### src/rtl/stream_pkg.sv
// Shared widths, FSM state type and keep-mask helpers for the stream stripping datapath.
package stream_pkg;

   localparam int DEF_DATA_WD      = 32;
   localparam int DEF_DATA_BYTE_WD = DEF_DATA_WD / 8;
   localparam int MAX_BYTES        = 64;

   typedef enum logic [1:0] {
      IDLE,
      HEAD,
      STREAM,
      FLUSH
   } strip_state_t;

   // Top cnt lanes of a lanes-wide keep set; callers truncate to their own width.
   function automatic logic [MAX_BYTES-1:0] msb_keep(input int lanes, input int cnt);
      logic [MAX_BYTES-1:0] k;
      k = '0;
      for (int i = 0; i < MAX_BYTES; i++) begin
         if (i < lanes && i + cnt >= lanes) k[i] = 1'b1;
      end
      return k;
   endfunction

   function automatic logic [MAX_BYTES-1:0] lsb_keep(input int cnt);
      logic [MAX_BYTES-1:0] k;
      k = '0;
      for (int i = 0; i < MAX_BYTES; i++) begin
         if (i < cnt) k[i] = 1'b1;
      end
      return k;
   endfunction

endpackage

### src/rtl/stream_byte_merge.sv
// Byte realignment: joins the carried tail of the previous beat with the head of the
// incoming beat, and splits the incoming beat into its header part and its new carry.
module stream_byte_merge #(
   parameter int DATA_WD = 32,
   parameter int SH_WD   = 6
) (
   input  logic [DATA_WD-1:0] carry,
   input  logic [DATA_WD-1:0] data,
   input  logic [SH_WD-1:0]   carry_shift,
   input  logic [SH_WD-1:0]   data_shift,
   output logic [DATA_WD-1:0] carry_msb,
   output logic [DATA_WD-1:0] data_hi,
   output logic [DATA_WD-1:0] low_bytes,
   output logic [DATA_WD-1:0] merged
);

   // A shift equal to the full width yields zero, which covers the strip-nothing case.
   assign carry_msb = carry << carry_shift;
   assign data_hi   = data >> data_shift;
   assign low_bytes = data & ~({DATA_WD{1'b1}} << data_shift);
   assign merged    = carry_msb | data_hi;

endmodule

### src/rtl/stream_strip.sv
// Strips S leading bytes of each packet onto a header port and realigns the remaining
// payload into full MSB-first beats.
module stream_strip
   import stream_pkg::*;
#(
   parameter int DATA_WD      = DEF_DATA_WD,
   parameter int DATA_BYTE_WD = DATA_WD / 8,
   parameter int BYTE_CNT_WD  = $clog2(DATA_BYTE_WD)
) (
   input  logic                    clk,
   input  logic                    rst_n,
   input  logic                    valid_in,
   output logic                    ready_in,
   input  logic [DATA_WD-1:0]      data_in,
   input  logic [DATA_BYTE_WD-1:0] keep_in,
   input  logic                    last_in,
   input  logic                    strip_valid,
   output logic                    strip_ready,
   input  logic [BYTE_CNT_WD-1:0]  strip_byte_cnt,
   output logic                    hdr_valid,
   input  logic                    hdr_ready,
   output logic [DATA_WD-1:0]      hdr_data,
   output logic [DATA_BYTE_WD-1:0] hdr_keep,
   output logic                    valid_out,
   input  logic                    ready_out,
   output logic [DATA_WD-1:0]      data_out,
   output logic [DATA_BYTE_WD-1:0] keep_out,
   output logic                    last_out
);

   localparam int RES_WD = BYTE_CNT_WD + 1;
   localparam int SUM_WD = BYTE_CNT_WD + 2;
   localparam int SH_WD  = BYTE_CNT_WD + 4;
   localparam logic [RES_WD-1:0] FULL_R   = RES_WD'(DATA_BYTE_WD);
   localparam logic [SUM_WD-1:0] FULL_SUM = SUM_WD'(DATA_BYTE_WD);

   strip_state_t state, state_next;

   logic [BYTE_CNT_WD-1:0]  s_q;
   logic [RES_WD-1:0]       r_q, v_cnt, flush_cnt;
   logic [SUM_WD-1:0]       sum;
   logic                    fits, strip_fire, in_fire, flush_loaded, flush_load;
   logic [DATA_WD-1:0]      carry, data_m, carry_msb, data_hi, low_bytes, merged;
   logic [DATA_BYTE_WD-1:0] keep_sum, keep_flush, keep_hdr;

   // Invalid lanes of the last beat are zeroed so they never leak into carry or outputs.
   for (genvar i = 0; i < DATA_BYTE_WD; i++) begin : g_mask
      assign data_m[8*i +: 8] = data_in[8*i +: 8] & {8{keep_in[i]}};
   end

   assign v_cnt        = RES_WD'($countones(keep_in));
   assign sum          = {1'b0, r_q} + {1'b0, v_cnt};
   assign fits         = (sum <= FULL_SUM);
   assign strip_fire   = strip_valid && strip_ready;
   assign in_fire      = valid_in && ready_in;
   assign flush_loaded = valid_out && last_out;
   assign flush_load   = (state == FLUSH) && !flush_loaded && (!valid_out || ready_out);
   assign keep_sum     = DATA_BYTE_WD'(msb_keep(DATA_BYTE_WD, int'(sum)));
   assign keep_flush   = DATA_BYTE_WD'(msb_keep(DATA_BYTE_WD, int'(flush_cnt)));
   assign keep_hdr     = DATA_BYTE_WD'(lsb_keep(int'(s_q)));

   stream_byte_merge #(
      .DATA_WD (DATA_WD),
      .SH_WD   (SH_WD)
   ) u_merge (
      .carry       (carry),
      .data        (data_m),
      .carry_shift ({1'b0, s_q, 3'b000}),
      .data_shift  ({r_q, 3'b000}),
      .carry_msb   (carry_msb),
      .data_hi     (data_hi),
      .low_bytes   (low_bytes),
      .merged      (merged)
   );

   always_ff @(posedge clk or negedge rst_n) begin
      if (!rst_n) state <= IDLE;
      else        state <= state_next;
   end

   always_comb begin
      state_next = state;
      case (state)
         IDLE:    if (strip_fire) state_next = HEAD;
         HEAD:    if (in_fire) state_next = last_in ? FLUSH : STREAM;
         STREAM:  if (in_fire && last_in) state_next = fits ? IDLE : FLUSH;
         FLUSH:   if (flush_loaded && ready_out) state_next = IDLE;
         default: state_next = IDLE;
      endcase
   end

   // Waiting for the payload register to drain keeps a new packet from starting
   // before the previous last beat has been taken.
   always_comb begin
      ready_in    = 1'b0;
      strip_ready = 1'b0;
      case (state)
         IDLE:    strip_ready = rst_n && !valid_out;
         HEAD:    ready_in    = !hdr_valid || hdr_ready;
         STREAM:  ready_in    = !valid_out || ready_out;
         default: ready_in    = 1'b0;
      endcase
   end

   always_ff @(posedge clk or negedge rst_n) begin
      if (!rst_n) begin
         s_q       <= '0;
         r_q       <= '0;
         flush_cnt <= '0;
         carry     <= '0;
         hdr_valid <= 1'b0;
         hdr_data  <= '0;
         hdr_keep  <= '0;
         valid_out <= 1'b0;
         data_out  <= '0;
         keep_out  <= '0;
         last_out  <= 1'b0;
      end else begin
         if (hdr_valid && hdr_ready) hdr_valid <= 1'b0;
         if (valid_out && ready_out) valid_out <= 1'b0;
         case (state)
            IDLE: begin
               if (strip_fire) begin
                  s_q <= strip_byte_cnt;
                  r_q <= FULL_R - {1'b0, strip_byte_cnt};
               end
            end
            HEAD: begin
               if (in_fire) begin
                  hdr_valid <= 1'b1;
                  hdr_data  <= data_hi;
                  hdr_keep  <= keep_hdr;
                  carry     <= low_bytes;
                  flush_cnt <= v_cnt - {1'b0, s_q};
               end
            end
            STREAM: begin
               if (in_fire) begin
                  valid_out <= 1'b1;
                  data_out  <= merged;
                  carry     <= low_bytes;
                  flush_cnt <= RES_WD'(sum - FULL_SUM);
                  if (last_in && fits) begin
                     keep_out <= keep_sum;
                     last_out <= 1'b1;
                  end else begin
                     keep_out <= '1;
                     last_out <= 1'b0;
                  end
               end
            end
            FLUSH: begin
               if (flush_load) begin
                  valid_out <= 1'b1;
                  data_out  <= carry_msb;
                  keep_out  <= keep_flush;
                  last_out  <= 1'b1;
               end
            end
            default: ;
         endcase
      end
   end

endmodule

### config.mk
export PLATFORM = sky130hd
export DESIGN_NAME = stream_strip
export DESIGN_NICKNAME = d
export VERILOG_FILES = /design/src/rtl/stream_pkg.sv /design/src/rtl/stream_byte_merge.sv /design/src/rtl/stream_strip.sv
export SDC_FILE = /design/constraint.sdc
export NUM_CORES = 1
export LEC_CHECK = 0
export CORE_MARGIN = 2
export CORE_UTILIZATION = 60
export DETAILED_ROUTE_END_ITERATION = 7
export MAX_ROUTING_LAYER = met4
export PLACE_DENSITY = 0.85
export SYNTH_ARGS = -nofsm -noshare
export SYNTH_HDL_FRONTEND = slang
export SYNTH_HIERARCHICAL = 1
export SYNTH_SLANG_ARGS = --single-unit
### constraint.sdc
create_clock -name clk -period 4.3 [get_ports clk]
set_input_delay 0.86 -clock clk [delete_from_list [all_inputs] [get_ports clk]]
set_output_delay 0.86 -clock clk [all_outputs]
set_load 0.005 [all_outputs]
==> After elaboration in Yosys (flattened, before gate mapping) <==
Cells that the tools add are included.
Widths: inputs -> output; s select.
{ "word_totals": {"ff_bits": 116, "latch_bits": 0, "ram_bits": 0, "rom_bits": 0, "inputBits": 45, "out_inout_bits": 77, "elab_cells": 123, "mem_count": 0} }
{ "op_classes": {"n_addsub": 13, "n_mul": 0, "div_mod_pow": 0, "magnitude_cmp": 12, "n_eq_ne": 9, "shift": 3, "muxes": 41, "bitwise_logic": 7, "n_reduce_logical": 26} }
{ "ops": {"columns": ["op", "n"], "rows": [
  ["$mux 32", 2],
  ["$pmux 32 s2", 1],
  ["$and 32x32->32", 1],
  ["$and 8x8->8", 4],
  ["$not 32->32", 1],
  ["$or 32x32->32", 1],
  ["$shl 32x5->32", 1],
  ["$shl 32x6->32 const A", 1],
  ["$shr 32x6->32", 1],
  ["$mux 1", 22],
  ["$ge 4x3->1 const B", 4],
  ["$ge 5x3->1 const B", 3],
  ["$mux 4", 3],
  ["$logic_and 1x1->1", 11],
  ["$add 2x4->5 const A", 2],
  ["$mux 2", 5],
  ["$ne 2x2->1 const B", 5],
  ["$add 2x3->4 const A", 2],
  ["$pmux 2 s4", 1],
  ["$pmux 4 s2", 1],
  ["$mux 3", 2],
  ["$pmux 1 s2", 3],
  ["$pmux 3 s2", 1],
  ["$reduce_and 2->1", 3],
  ["other kinds (22)", 30]
]} }

==> Depth between registers and ports, before layout <==
{ "depth": {"depth_word": 9, "ltp_mapped": 13, "ltp_nobuf": 13} }

==> Modules after synthesis <==
Netlist, hierarchy kept.
{ "by_module_without_submodules": {"columns": ["mod", "instances", "cells_per_inst", "area_each_um2"], "rows": [
  ["stream_strip", 1, 474, 5444.0],
  ["stream_byte_merge", 1, 571, 4848.4]
]} }

==> Least setup slack after synthesis <==
Ideal clock, no wire load.
{ "synth_timing": {"path_kind": "input -> register", "start": "in keep_in[0]", "end": "reg keep_out[2]", "setup_ns": 0.125, "t_arrival_ns": 3.647, "slack_ns": 0.528, "path_stages": 13, "path_buffers": 0, "cell_sequence": "inv_1 -> fa_1 -> inv_1 -> ha_1 -> ha_1 -> inv_1 -> fa_1 -> xnor2_1 -> inv_1 -> ha_1 -> a2111oi_0 -> a21oi_1 -> mux2_2"} }
{ "synth_between": {"elab_chain_cells": 9, "elab_cells_between_ends": 11, "cone_classes": "4 x add/sub; 2 x order compare; 4 x mux; 1 x reduce/logical"} }
{ "synth_rtl": {"columns": ["element", "line_no", "text"], "rows": [
  ["start: declaration", "stream_strip.sv:15", "input logic [DATA_BYTE_WD-1:0] keep_in,"],
  ["$add 1x1->2 (implied by the code) *", "stream_strip.sv:51", "assign v_cnt = RES_WD'($countones(keep_in));"],
  ["$add 2x2->3 (implied by the code) *", "stream_strip.sv:51", null],
  ["$add 3x3->4 *", "stream_strip.sv:52", "assign sum = {1'b0, r_q} + {1'b0, v_cnt};"],
  ["$add 2x4->5", "stream_pkg.sv:20", "if (i < lanes && i + cnt >= lanes) k[i] = 1'b1;"],
  ["$ge 5x3->1", "stream_pkg.sv:20", null],
  ["$mux 1", "stream_pkg.sv:20", null],
  ["$mux 4 *", "stream_strip.sv:143", "if (last_in && fits) begin"],
  ["$mux 4 *", "stream_strip.sv:138", "if (in_fire) begin"],
  ["$pmux 4 s2 *", "stream_strip.sv:121", "case (state)"],
  ["end signal: assignment", "stream_strip.sv:144", "keep_out <= keep_sum;"],
  ["end signal: assignment", "stream_strip.sv:156", "keep_out <= keep_flush;"],
  ["end: declaration", "stream_strip.sv:27", "output logic [DATA_BYTE_WD-1:0] keep_out,"]
]} }
Every way passes the cells marked *; elsewhere a longest branch is shown, timed or not. The select of a mux whose other input is x is not followed.
A chain may end at the register's enable or synchronous reset.

==> Worst setup path in the final report <==
Ends and elaborated chain as after synthesis.

==> flow_metrics.py <==
metrics = {
    "clock_tree": {
        "numClockSinks": 115,
        "clock_latency_ns": 0.43,
        "path_clk_slew_ns": 0.07,
        "cts_buffer_depth": 2,
        "h-tree-depth": 4,
        "numCtsBuffers": 17,
        "cts_tree": "yes",
        "cts-root-buf": "clkbuf_16",
        "hold_buffers": 0,
        "postCtsSetupBuffers": 0,
    },
    "critical_path": {
        "end_kind": "register",
        "worstSetupPathType": "primary input to register",
        "crit_fanout": 4,
        "critPathRequiredTime_ns": 4.62,
        "startpoint_type": "primary input",
        "cp.arrival_ns": 4.32,
    },
    "sta": {
        "finalSetupViolations": 0,
        "finalMaxSlewViolations": 0,
        "setup_slack_ns": 0.301,
        "hold_violations": 0,
        "skew_ns": 0.0123,
        "rsz0062_at_grt": "false",
        "fmax_mhz": 250,
        "finalCriticalPeriod_ns": 4.00,
        "finalSetupTns_ns": 0,
        "period_share_pct": 93.0,
        "tightestPinTransition_ns": 0.940,
        "relSlewSlack_pct": 36.8,
    },
    "yosys": {
        "ys_ff_latch": 115,
        "yosys_warnings": 6,
        "synth-edff-count": 0,
        "yosys_most_used_dff": "dfrtp_1",
        "synth-async-reset-ratio_pct": 100,
        "avgSynthCellArea_um2": 9.85,
        "synthesis.instances": 1045,
        "ys_seq_area_share_pct": 28.0,
        "yosysUniqueCellTypes": 70,
        "synthesis.area_um2": 10300,
    },
    "route": {
        "via_per_inst": 6.70,
        "dr.pass1.iters": 6,
        "routed_wl_mm": 35.5,
        "drt_iter0_drc": 1057,
        "vias": 9301,
        "drc": 0,
        "wl_per_cell_um": 25.5,
        "antenna_left": 0,
    },
    "floorplan": {
        "dieArea_um2": 18200,
        "io_pins": 122,
        "fp.dieW_um": 135,
        "core-area_um2": 16700,
        "num_rows": 47,
        "die-height_um": 135,
        "initial_utilization_pct": 61.6,
    },
    "global_routing": {
        "grt_max_degree": 60,
        "grtUsageTotal_pct": 41.4,
        "antenna_found_initial": 1,
        "grt_pass1_wl_mm": 54.7,
        "grt_busiest_layer": "met2",
        "grtUsageMet2_pct": 61.7,
        "use_met3_pct": 7.81,
        "grtUsageMet1_pct": 54.5,
        "overflow": 0,
        "grt_pass1_vias": 9105,
    },
    "layout": {
        "layout_commonest_cell": "nand2_1",
        "synthToLayoutAreaGrowth_pct": 19.4,
        "mostFrequentLayoutCells": "170 x nand2_1, 133 x mux2_2, 118 x clkdlybuf4s50_1",
        "nets": 1216,
        "final_util_pct": 73.6,
        "drive_gt1_share_pct": 25.2,
    },
    "worst_hold_path": {
        "hold_path.class": "primary input to async pin",
    },
    "placed_design": {
        "port_buffers": 120,
        "gp_congestion": 1.07,
        "place_ws_ns": -0.321,
        "dp_hpwl_mm": 26.3,
    },
    "status": {
        "outcome": "completed",
    },
    "power": {
        "p_per_area_nw_per_um2": 629,
        "p_leak_nw": 5.42,
        "ir_worst_vdd_mv": 0.471,
    },
    "flow_run": {
        "drv_cap": 0,
    },
}
-- per-layer routing --
layer,part of all wire (%),vias to the layer above
met2,46,640
met3,9.5,129
met5,0,-
met4,5.5,0
li1,-,4009
met1,39,4523
-- critical path, stage by stage --
cell and delay [ns]:
clkdlybuf4s50_1 0.50, inv_1 0.07, fa_1 0.57, inv_1 0.05, ha_1 0.18, ha_1 0.29
inv_1 0.06, fa_1 0.43, xnor2_2 0.25, inv_1 0.10, ha_1 0.20, a2111oi_0 0.38
a21oi_1 0.11, mux2_2 0.26
-- cell families after synthesis --
kind of cell	count (synthesis)	share of synthesized area, %
buffers and inverters	108	5.14
XOR/XNOR	2	0.170
AND/OR/NAND/NOR	386	18.1
other	1	0.0364
adder cells (fa/ha/maj)	16	2.16
multiplexers	252	35.2
AO/OA/AOI/OAI	165	11.3
flip-flops	115	28.0
-- metrics by stage --
step | hold WS, ns | instances | power, mW | instance area [µm²]
floorplan | 0.441 | 1060 | 4.49 | 10300
global placement | 0.464 | 1356 | 5.91 | 11700
detailed placement | 0.462 | 1356 | 6.06 | 11700
CTS | 0.336 | 1388 | 7.60 | 12300
global route | 0.338 | 1389 | 8.12 | 12300
finish | 0.328 | 1389 | 7.73 | 12300
-- flip-flops by register name, indices dropped and copies added (netlist names), 2 cells and up --
signal / flops
carry: 32
hdr_keep: 3
data_out: 32
r_q: 3
hdr_data: 32
flush_cnt: 3
keep_out: 4
state: 2
-- synthesized netlist by cell type, types with 4 or more instances --
| cell | n | area (µm²) |
|---|---|---|
| a211oi_1 | 6 | 45.0 |
| a21boi_0 | 12 | 90.1 |
| a21o_1 | 6 | 45.0 |
| a21oi_1 | 29 | 145 |
| a221o_1 | 9 | 90.1 |
| a22oi_1 | 12 | 90.1 |
| a31oi_1 | 5 | 31.3 |
| and2_1 | 53 | 332 |
| and3_1 | 5 | 31.3 |
| and3b_1 | 4 | 35.0 |
| buf_1 | 13 | 48.8 |
| buf_2 | 23 | 115 |
| buf_6 | 9 | 101 |
| clkbuf_1 | 28 | 105 |
| dfrtp_1 | 115 | 2880 |
| ha_1 | 13 | 163 |
| inv_1 | 26 | 97.6 |
| inv_2 | 4 | 15.0 |
| mux2_2 | 133 | 1500 |
| mux2i_1 | 45 | 450 |
| mux4_2 | 72 | 1620 |
| nand2_1 | 170 | 638 |
| nand2b_1 | 14 | 87.6 |
| nand3_1 | 15 | 75.1 |
| nand3b_1 | 5 | 37.5 |
| nor2_1 | 52 | 195 |
| nor2b_1 | 19 | 119 |
| nor3_1 | 10 | 50.1 |
| nor3b_1 | 4 | 30.0 |
| nor4_1 | 4 | 25.0 |
| o211ai_1 | 5 | 37.5 |
| o21a_1 | 10 | 75.1 |
| o21ai_0 | 26 | 130 |
| o21bai_1 | 7 | 52.6 |
| o22ai_1 | 12 | 75.1 |
| or2_1 | 13 | 81.3 |
| or2_2 | 10 | 62.6 |
-- worst paths after layout --
kind	from	slack (ns)	to	cells after the start
max	keep_in[0]	0.30	keep_out[2]	14
min	rst_n	0.33	data_out[17]	1
max reg2reg	r_q[0]	1.17	data_out[25]	7
min reg2reg	carry[31]	0.48	carry[31]	2
max in group asynchronous	rst_n	2.32	carry[4]	3
min in group clk	carry[31]	0.48	carry[31]	2
-- layout make-up --
cell class / count / area, µm²
multi-input combinational: 837 / 6950
antenna: 1 / 2.50
timing repair buffer: 153 / 1450
clock inverter: 15 / 183
clock buffer: 17 / 425
tap: 220 / 275
fill: 1228 / 4420
sequential: 115 / 2880
inverter: 31 / 116
-- what timing repair did --
item                       CTS  global route
setup endpoints to repair    0             1
hold endpoints to repair     0             0
resized for setup            0             2
-- report_power, final --
group          leakage (nW)  total [mW]  switching (mW)  internal [mW]
Clock                 0.298        1.49           0.610          0.881
Combinational          3.60        4.27            2.23           2.05
Sequential             1.52        1.97           0.486           1.48
No activity file was read; power rests on OpenSTA's default activity.
